`src/rtl/fu_branch_ex_pkg.sv`:
```
// fu_branch_ex_pkg
// Shared types, opcode/func3 constants and ROB age helper for the branch unit.
// Configuration macro: BRANCH_PREDICT_EN adds pred_taken/pred_target to rs_data.
package fu_branch_ex_pkg;

  localparam int B_XLEN      = 32;
  localparam int B_ROB_DEPTH = 16;
  localparam int B_TAG_W     = $clog2(B_ROB_DEPTH);
  localparam int B_PD_W      = 7;

  localparam logic [6:0] OPC_BRANCH = 7'b1100011;
  localparam logic [6:0] OPC_JAL    = 7'b1101111;
  localparam logic [6:0] OPC_JALR   = 7'b1100111;

  localparam logic [2:0] F3_BEQ  = 3'b000;
  localparam logic [2:0] F3_BNE  = 3'b001;
  localparam logic [2:0] F3_BLT  = 3'b100;
  localparam logic [2:0] F3_BGE  = 3'b101;
  localparam logic [2:0] F3_BLTU = 3'b110;
  localparam logic [2:0] F3_BGEU = 3'b111;

  typedef struct packed {
    logic [6:0]         opcode;
    logic [2:0]         func3;
    logic [B_XLEN-1:0]  imm;
    logic [B_XLEN-1:0]  pc;
    logic [B_PD_W-1:0]  pd;
    logic [B_TAG_W-1:0] rob_index;
`ifdef BRANCH_PREDICT_EN
    logic               pred_taken;
    logic [B_XLEN-1:0]  pred_target;
`endif
  } rs_data;

  typedef struct packed {
    logic               valid;
    logic               mispredict;
    logic               redirect;
    logic [B_XLEN-1:0]  target_pc;
    logic [B_XLEN-1:0]  data;
    logic [B_PD_W-1:0]  p_b;
    logic [B_TAG_W-1:0] rob_index;
  } b_data;

  // Distance of tag from base going forward around the ROB ring.
  function automatic logic [B_TAG_W-1:0] rob_age(input logic [B_TAG_W-1:0] tag,
                                                 input logic [B_TAG_W-1:0] base,
                                                 input int depth);
    int diff;
    diff = int'(tag) - int'(base);
    if (diff < 0) diff = diff + depth;
    return B_TAG_W'(diff);
  endfunction

endpackage

```
`src/rtl/fu_branch_ex_cmp.sv`:
```
// branch_cmp
// Combinational compare and address generation for the branch unit.
// Ports: func3/is_jalr select the operation; pc, imm, ps1, ps2 are operands;
// taken is the conditional-branch outcome, target the jump/branch target,
// pc_plus4 the link/fall-through address.
module branch_cmp
  import fu_branch_ex_pkg::*;
#(
  parameter int XLEN = B_XLEN
) (
  input  logic [2:0]      func3,
  input  logic            is_jalr,
  input  logic [XLEN-1:0] pc,
  input  logic [XLEN-1:0] imm,
  input  logic [XLEN-1:0] ps1,
  input  logic [XLEN-1:0] ps2,
  output logic            taken,
  output logic [XLEN-1:0] target,
  output logic [XLEN-1:0] pc_plus4
);

  logic [XLEN-1:0] jalr_sum;

  // func3 010/011 are not real branches and resolve as not taken.
  always_comb begin
    taken = 1'b0;
    case (func3)
      F3_BEQ:  taken = (ps1 == ps2);
      F3_BNE:  taken = (ps1 != ps2);
      F3_BLT:  taken = ($signed(ps1) <  $signed(ps2));
      F3_BGE:  taken = ($signed(ps1) >= $signed(ps2));
      F3_BLTU: taken = (ps1 <  ps2);
      F3_BGEU: taken = (ps1 >= ps2);
      default: taken = 1'b0;
    endcase
  end

  // JALR clears bit 0 of the register-relative target.
  assign jalr_sum = ps1 + imm;
  assign target   = is_jalr ? {jalr_sum[XLEN-1:1], 1'b0} : (pc + imm);
  assign pc_plus4 = pc + XLEN'(4);

endmodule

```
`src/rtl/fu_branch_ex.sv`:
```
// fu_branch_ex
// Branch/jump execution unit: resolves RV32I branches, JAL and JALR in one
// cycle and holds the result for the CDB with a valid/ready handshake.
// Younger results are squashed on ROB flush using wrap-aware age arithmetic.
// Ports: clk, reset (async active-high); curr_rob_tag (ROB tail); flush,
// flush_tag; issued, data_in, ps1_data, ps2_data from the RS/PRF;
// fu_b_ready back to the RS; out_ready (CDB grant); data_out result.
// Configuration macro: BRANCH_PREDICT_EN checks against predicted direction and
// target; without it branches are statically predicted not taken.
module fu_branch_ex
  import fu_branch_ex_pkg::*;
#(
  parameter int XLEN      = B_XLEN,
  parameter int ROB_DEPTH = B_ROB_DEPTH,
  parameter int PD_W      = B_PD_W,
  localparam int TAG_W    = $clog2(ROB_DEPTH)
) (
  input  logic             clk,
  input  logic             reset,
  input  logic [TAG_W-1:0] curr_rob_tag,
  input  logic             flush,
  input  logic [TAG_W-1:0] flush_tag,
  input  logic             issued,
  input  rs_data           data_in,
  input  logic [XLEN-1:0]  ps1_data,
  input  logic [XLEN-1:0]  ps2_data,
  output logic             fu_b_ready,
  input  logic             out_ready,
  output b_data            data_out
);

  logic            taken;
  logic [XLEN-1:0] target;
  logic [XLEN-1:0] pc_plus4;
  logic [PD_W-1:0] link_pd;
  logic            accept;
  b_data           res;
  logic [TAG_W-1:0] window;
  logic [TAG_W-1:0] in_age;
  logic [TAG_W-1:0] held_age;
  logic            in_younger;
  logic            held_younger;

  branch_cmp #(.XLEN(XLEN)) u_cmp (
    .func3    (data_in.func3),
    .is_jalr  (data_in.opcode == OPC_JALR),
    .pc       (data_in.pc),
    .imm      (data_in.imm),
    .ps1      (ps1_data),
    .ps2      (ps2_data),
    .taken    (taken),
    .target   (target),
    .pc_plus4 (pc_plus4)
  );

  assign link_pd    = data_in.pd;
  assign fu_b_ready = !data_out.valid || out_ready;
  assign accept     = issued && fu_b_ready;

  // Build the result for the instruction on data_in.
  always_comb begin
    res           = '0;
    res.valid     = 1'b1;
    res.rob_index = data_in.rob_index;
    case (data_in.opcode)
      OPC_BRANCH: begin
`ifdef BRANCH_PREDICT_EN
        res.mispredict = (taken != data_in.pred_taken) ||
                         (taken && (target != data_in.pred_target));
        res.redirect   = res.mispredict;
        res.target_pc  = taken ? target : pc_plus4;
`else
        res.mispredict = taken;
        res.redirect   = taken;
        res.target_pc  = target;
`endif
      end
      OPC_JAL: begin
        res.data      = pc_plus4;
        res.p_b       = link_pd;
        res.target_pc = target;
`ifdef BRANCH_PREDICT_EN
        res.mispredict = (target != data_in.pred_target);
        res.redirect   = res.mispredict;
`endif
      end
      OPC_JALR: begin
        if (data_in.func3 == 3'b000) begin
          res.data      = pc_plus4;
          res.p_b       = link_pd;
          res.target_pc = target;
`ifdef BRANCH_PREDICT_EN
          res.mispredict = (target != data_in.pred_target);
          res.redirect   = res.mispredict;
`else
          res.mispredict = 1'b1;
          res.redirect   = 1'b1;
`endif
        end
      end
      default: ;
    endcase
  end

  // Younger means strictly after the flushing branch and before the ROB tail.
  always_comb begin
    window       = rob_age(curr_rob_tag, flush_tag, ROB_DEPTH);
    in_age       = rob_age(data_in.rob_index, flush_tag, ROB_DEPTH);
    held_age     = rob_age(data_out.rob_index, flush_tag, ROB_DEPTH);
    in_younger   = flush && (in_age != '0) && (in_age < window);
    held_younger = flush && (held_age != '0) && (held_age < window);
  end

  // An accepted issue always replaces the register since the old result is
  // either empty or leaving on this edge.
  always_ff @(posedge clk or posedge reset) begin
    if (reset) begin
      data_out <= '0;
    end else if (accept) begin
      if (in_younger) data_out.valid <= 1'b0;
      else            data_out       <= res;
    end else if (out_ready || held_younger) begin
      data_out.valid <= 1'b0;
    end
  end

endmodule

```
`config.mk`:
```
export PLATFORM = sky130hd
export DESIGN_NAME = fu_branch_ex
export DESIGN_NICKNAME = d
export VERILOG_FILES = /design/src/rtl/fu_branch_ex_pkg.sv /design/src/rtl/fu_branch_ex_cmp.sv /design/src/rtl/fu_branch_ex.sv
export SDC_FILE = /design/constraint.sdc
export NUM_CORES = 1
export LEC_CHECK = 0
export ABC_AREA = 1
export CAP_MARGIN = 5
export CORE_UTILIZATION = 56
export DETAILED_ROUTE_END_ITERATION = 8
export PLACE_DENSITY_LB_ADDON = 0.2
export RECOVER_POWER = 100
export SETUP_SLACK_MARGIN = 0.05
export SLEW_MARGIN = 15
export SYNTH_ARGS = -nofsm -noshare
export SYNTH_HDL_FRONTEND = slang
export SYNTH_HIERARCHICAL = 1
export SYNTH_SLANG_ARGS = --single-unit
```
`constraint.sdc`:
```
create_clock -name clk -period 4.9 [get_ports clk]
set_clock_uncertainty 0.15 [all_clocks]
set_input_delay 0.98 -clock clk [delete_from_list [all_inputs] [get_ports clk]]
set_output_delay 0.98 -clock clk [all_outputs]
set_load 0.05 [all_outputs]
```
==> impl_metrics.env <==
export IMPL_hp_class="register to register"
export IMPL_postLayoutCoreUtil_pct=74.47
export IMPL_grt_start_max_net_pins=58
export IMPL_tns_ns=0
export IMPL_hpwl_mm=27.21
export IMPL_die_w_um=135.7
export IMPL_gp_congestion=1.008
export IMPL_crit_fanout=31
export IMPL_clk_pin_slew_ns=0.06
export IMPL_cts_root_buf="clkbuf_16"
export IMPL_drive_gt1_share_pct=2.754
export IMPL_required_ns=5.02
export IMPL_synth_cell_types=45
export IMPL_p_total_mw=2.733
export IMPL_crit_path_start_kind="input pin"
export IMPL_seq_area_frac_synth_pct=19.24
export IMPL_postCtsResizedCells=0
export IMPL_route_detailed_drc=0
export IMPL_setup_ws_ns=0.7277
export IMPL_rows=48
export IMPL_drtPass1Iterations=7
export IMPL_grt_pass1_wl_mm=52.14
export IMPL_hold_viol=0
export IMPL_regArea_mm2=0.001927
export IMPL_multi_input_comb_area_mm2=0.007056
export IMPL_numCtsBuffers=9
export IMPL_layout_nets=2120
export IMPL_antenna_found_initial=0
export IMPL_tightest_slew_ns=1.385
export IMPL_finalNonFillerCells=2077
export IMPL_critPathKind="input pin to register"
export IMPL_numPlacedInstances=2062
export IMPL_synth_edf_count=0
export IMPL_yosysWarnings=6
export IMPL_max_freq_ghz=0.2397
export IMPL_grt_overflow=0
export IMPL_netlist_area_mm2=0.01002
export IMPL_syn_to_final_growth_pct=29.03
export IMPL_ios=241
export IMPL_syn_nets=1901
export IMPL_wl_mm=33.29
export IMPL_arrival_ns=4.29
export IMPL_diodes=0
export IMPL_start_util_pct=57.71
export IMPL_dp_slack_ns=0.6883
export IMPL_ir_drop_mv=0.2729
export IMPL_setup_viol=0
export IMPL_fillers=1439
export IMPL_slew_viol_final=0
export IMPL_syn_avg_cell_area_um2=6.149
export IMPL_async_flop_share_pct=100.0
export IMPL_fin_crit_ns=4.172
export IMPL_synth_seq_cells=77
export IMPL_regMostFlops="data_out"
export IMPL_p_leak_nw=6.916
export IMPL_portBuffers=240
export IMPL_post_cts_setup_buffers=0
export IMPL_ant_nets=0
export IMPL_fin_crit_sh_pct=85.15
export IMPL_largest_register_ffs=77
export IMPL_status="complete, no violations"
export IMPL_coreArea_mm2=0.01736
export IMPL_vias=11756
export IMPL_dieArea_mm2=0.01843
export IMPL_reg_largest_list="data_out (77)"
export IMPL_max_cap_violations=0
export IMPL_clkSinkCount=77
export IMPL_cts_tree="built"
export IMPL_synth_flop_cell="dfrtp_1"
export IMPL_end_kind="register"
export IMPL_drtIter0Drc=1019
export IMPL_via_per_inst=5.660
export IMPL_grt_pass1_vias=10949
export IMPL_cts_hold_buf=0
export IMPL_max_slew_margin_pct=7.647
export IMPL_clock_latency_ns=0.34
export IMPL_cts_buffer_depth=2
export IMPL_wl_per_cell_um=16.03
export IMPL_htree_levels=3
export IMPL_die_h_um=135.7
export IMPL_power_density_mw_per_mm2=211.4
export IMPL_grt_util_all_layers_pct=35.96
export IMPL_rsz0062_at_grt="no"
export IMPL_syn_inst=1629
## stage by stage
stage / hold WS, ns / cell area (µm²)
after floorplan: 0.6001 / 10020
after global placement: 0.3035 / 12570
after detailed placement: 0.3076 / 12570
after CTS: 0.3221 / 12930
after global routing: 0.3341 / 12920
final: 0.3166 / 12920
## metal layers
layer  routed length (µm)  GRT usage (%)
met1                13620          45.78
met2                15940          62.76
met3                 2649          3.105
met4                 1086          13.55
met5                    0              0
## critical path: stages
cell and delay (ns):
dlygate4sd3_1 0.60, ha_1 0.16, inv_1 0.06, fa_1 0.47, inv_1 0.06, ha_1 0.28
nand2_1 0.08, nand2_1 0.06, nand2_1 0.06, nand2_1 0.05, nand2_1 0.06, nand2_1 0.06
nand2_1 0.07, nand2_2 0.27, nand2_1 0.19, clkbuf_2 0.54, nand2_1 0.13, nand2_1 0.11
## worst paths after layout
path                               from           end  slack, ns  cells after the start
min in group asynchronous         reset  data_out[15]       1.08                      2
hold / removal              data_out[7]   data_out[7]       0.32                      2
max in group asynchronous         reset  data_out[39]       1.68                      3
setup / recovery           flush_tag[0]   data_out[3]       0.73                     18
hold reg to reg             data_out[7]   data_out[7]       0.32                      2
setup reg to reg            data_out[0]  data_out[77]       2.33                     13
## layout by cell type, fill, tap and decap left out, types with 9 or more instances in the layout
cell and count:
xnor2_1 11, a21boi_1 9, a21boi_0 24, o21ai_1 15, inv_1 210, ha_1 105
nand2_1 474, nor2_1 160, a21o_1 9, a21oi_1 127, clkdlybuf4s50_1 159, xor2_1 37
nand4_1 21, dfrtp_1 77, o21ai_0 69, buf_4 9, nand3_1 148, dlygate4sd3_1 81
nor3_1 23, clkbuf_16 9
## cells in the mapped netlist (4+ instances only)
master	n	area [µm²]
xnor2_1	11	96.34
a21o_1	9	67.56
fa_1	5	100.1
o21ai_0	69	345.3
buf_6	5	56.30
o21bai_1	7	52.55
nand3_1	148	740.7
nor3_1	23	115.1
xor2_1	37	324.1
nand2_1	473	1775
nand2_2	5	31.28
inv_1	210	788.3
nand3b_1	6	45.04
nand4_1	21	131.4
nor4_1	6	37.54
nor2_4	4	45.04
ha_1	105	1314
o21ai_1	15	75.07
buf_2	12	60.06
o21a_1	7	52.55
clkbuf_1	20	75.07
a21oi_1	127	635.6
nor2_1	161	604.3
buf_4	6	45.04
a21boi_0	24	180.2
a21boi_1	9	67.56
dfrtp_1	77	1927
## area by class of cell
| class | count | share of cell area, % |
|---|---|---|
| multi-input combinational | 1295 | 54.59 |
| timing repair buffer | 252 | 19.34 |
| sequential | 77 | 14.91 |
| tap | 225 | 2.178 |
| clock inverter | 6 | 1.055 |
| clock buffer | 9 | 1.742 |
| inverter | 213 | 6.186 |
## power breakdown
part	switching, mW	internal, mW
registers	0.0165	0.657
clock network	0.259	0.547
logic	0.798	0.456
## kinds of logic (layout without fill, tap and decap cells)
family / Yosys count / after routing / share of synthesized area, %
compound gates: 271 / 271 / 15.06
xor+xnor: 48 / 48 / 4.197
fa+ha+maj: 110 / 110 / 14.11
buf+inv: 257 / 480 / 10.38
flops: 77 / 77 / 19.24
mux: 1 / 1 / 0.09993
simple gates: 865 / 865 / 36.91
Note: power is estimated with default switching activity, not from simulation.
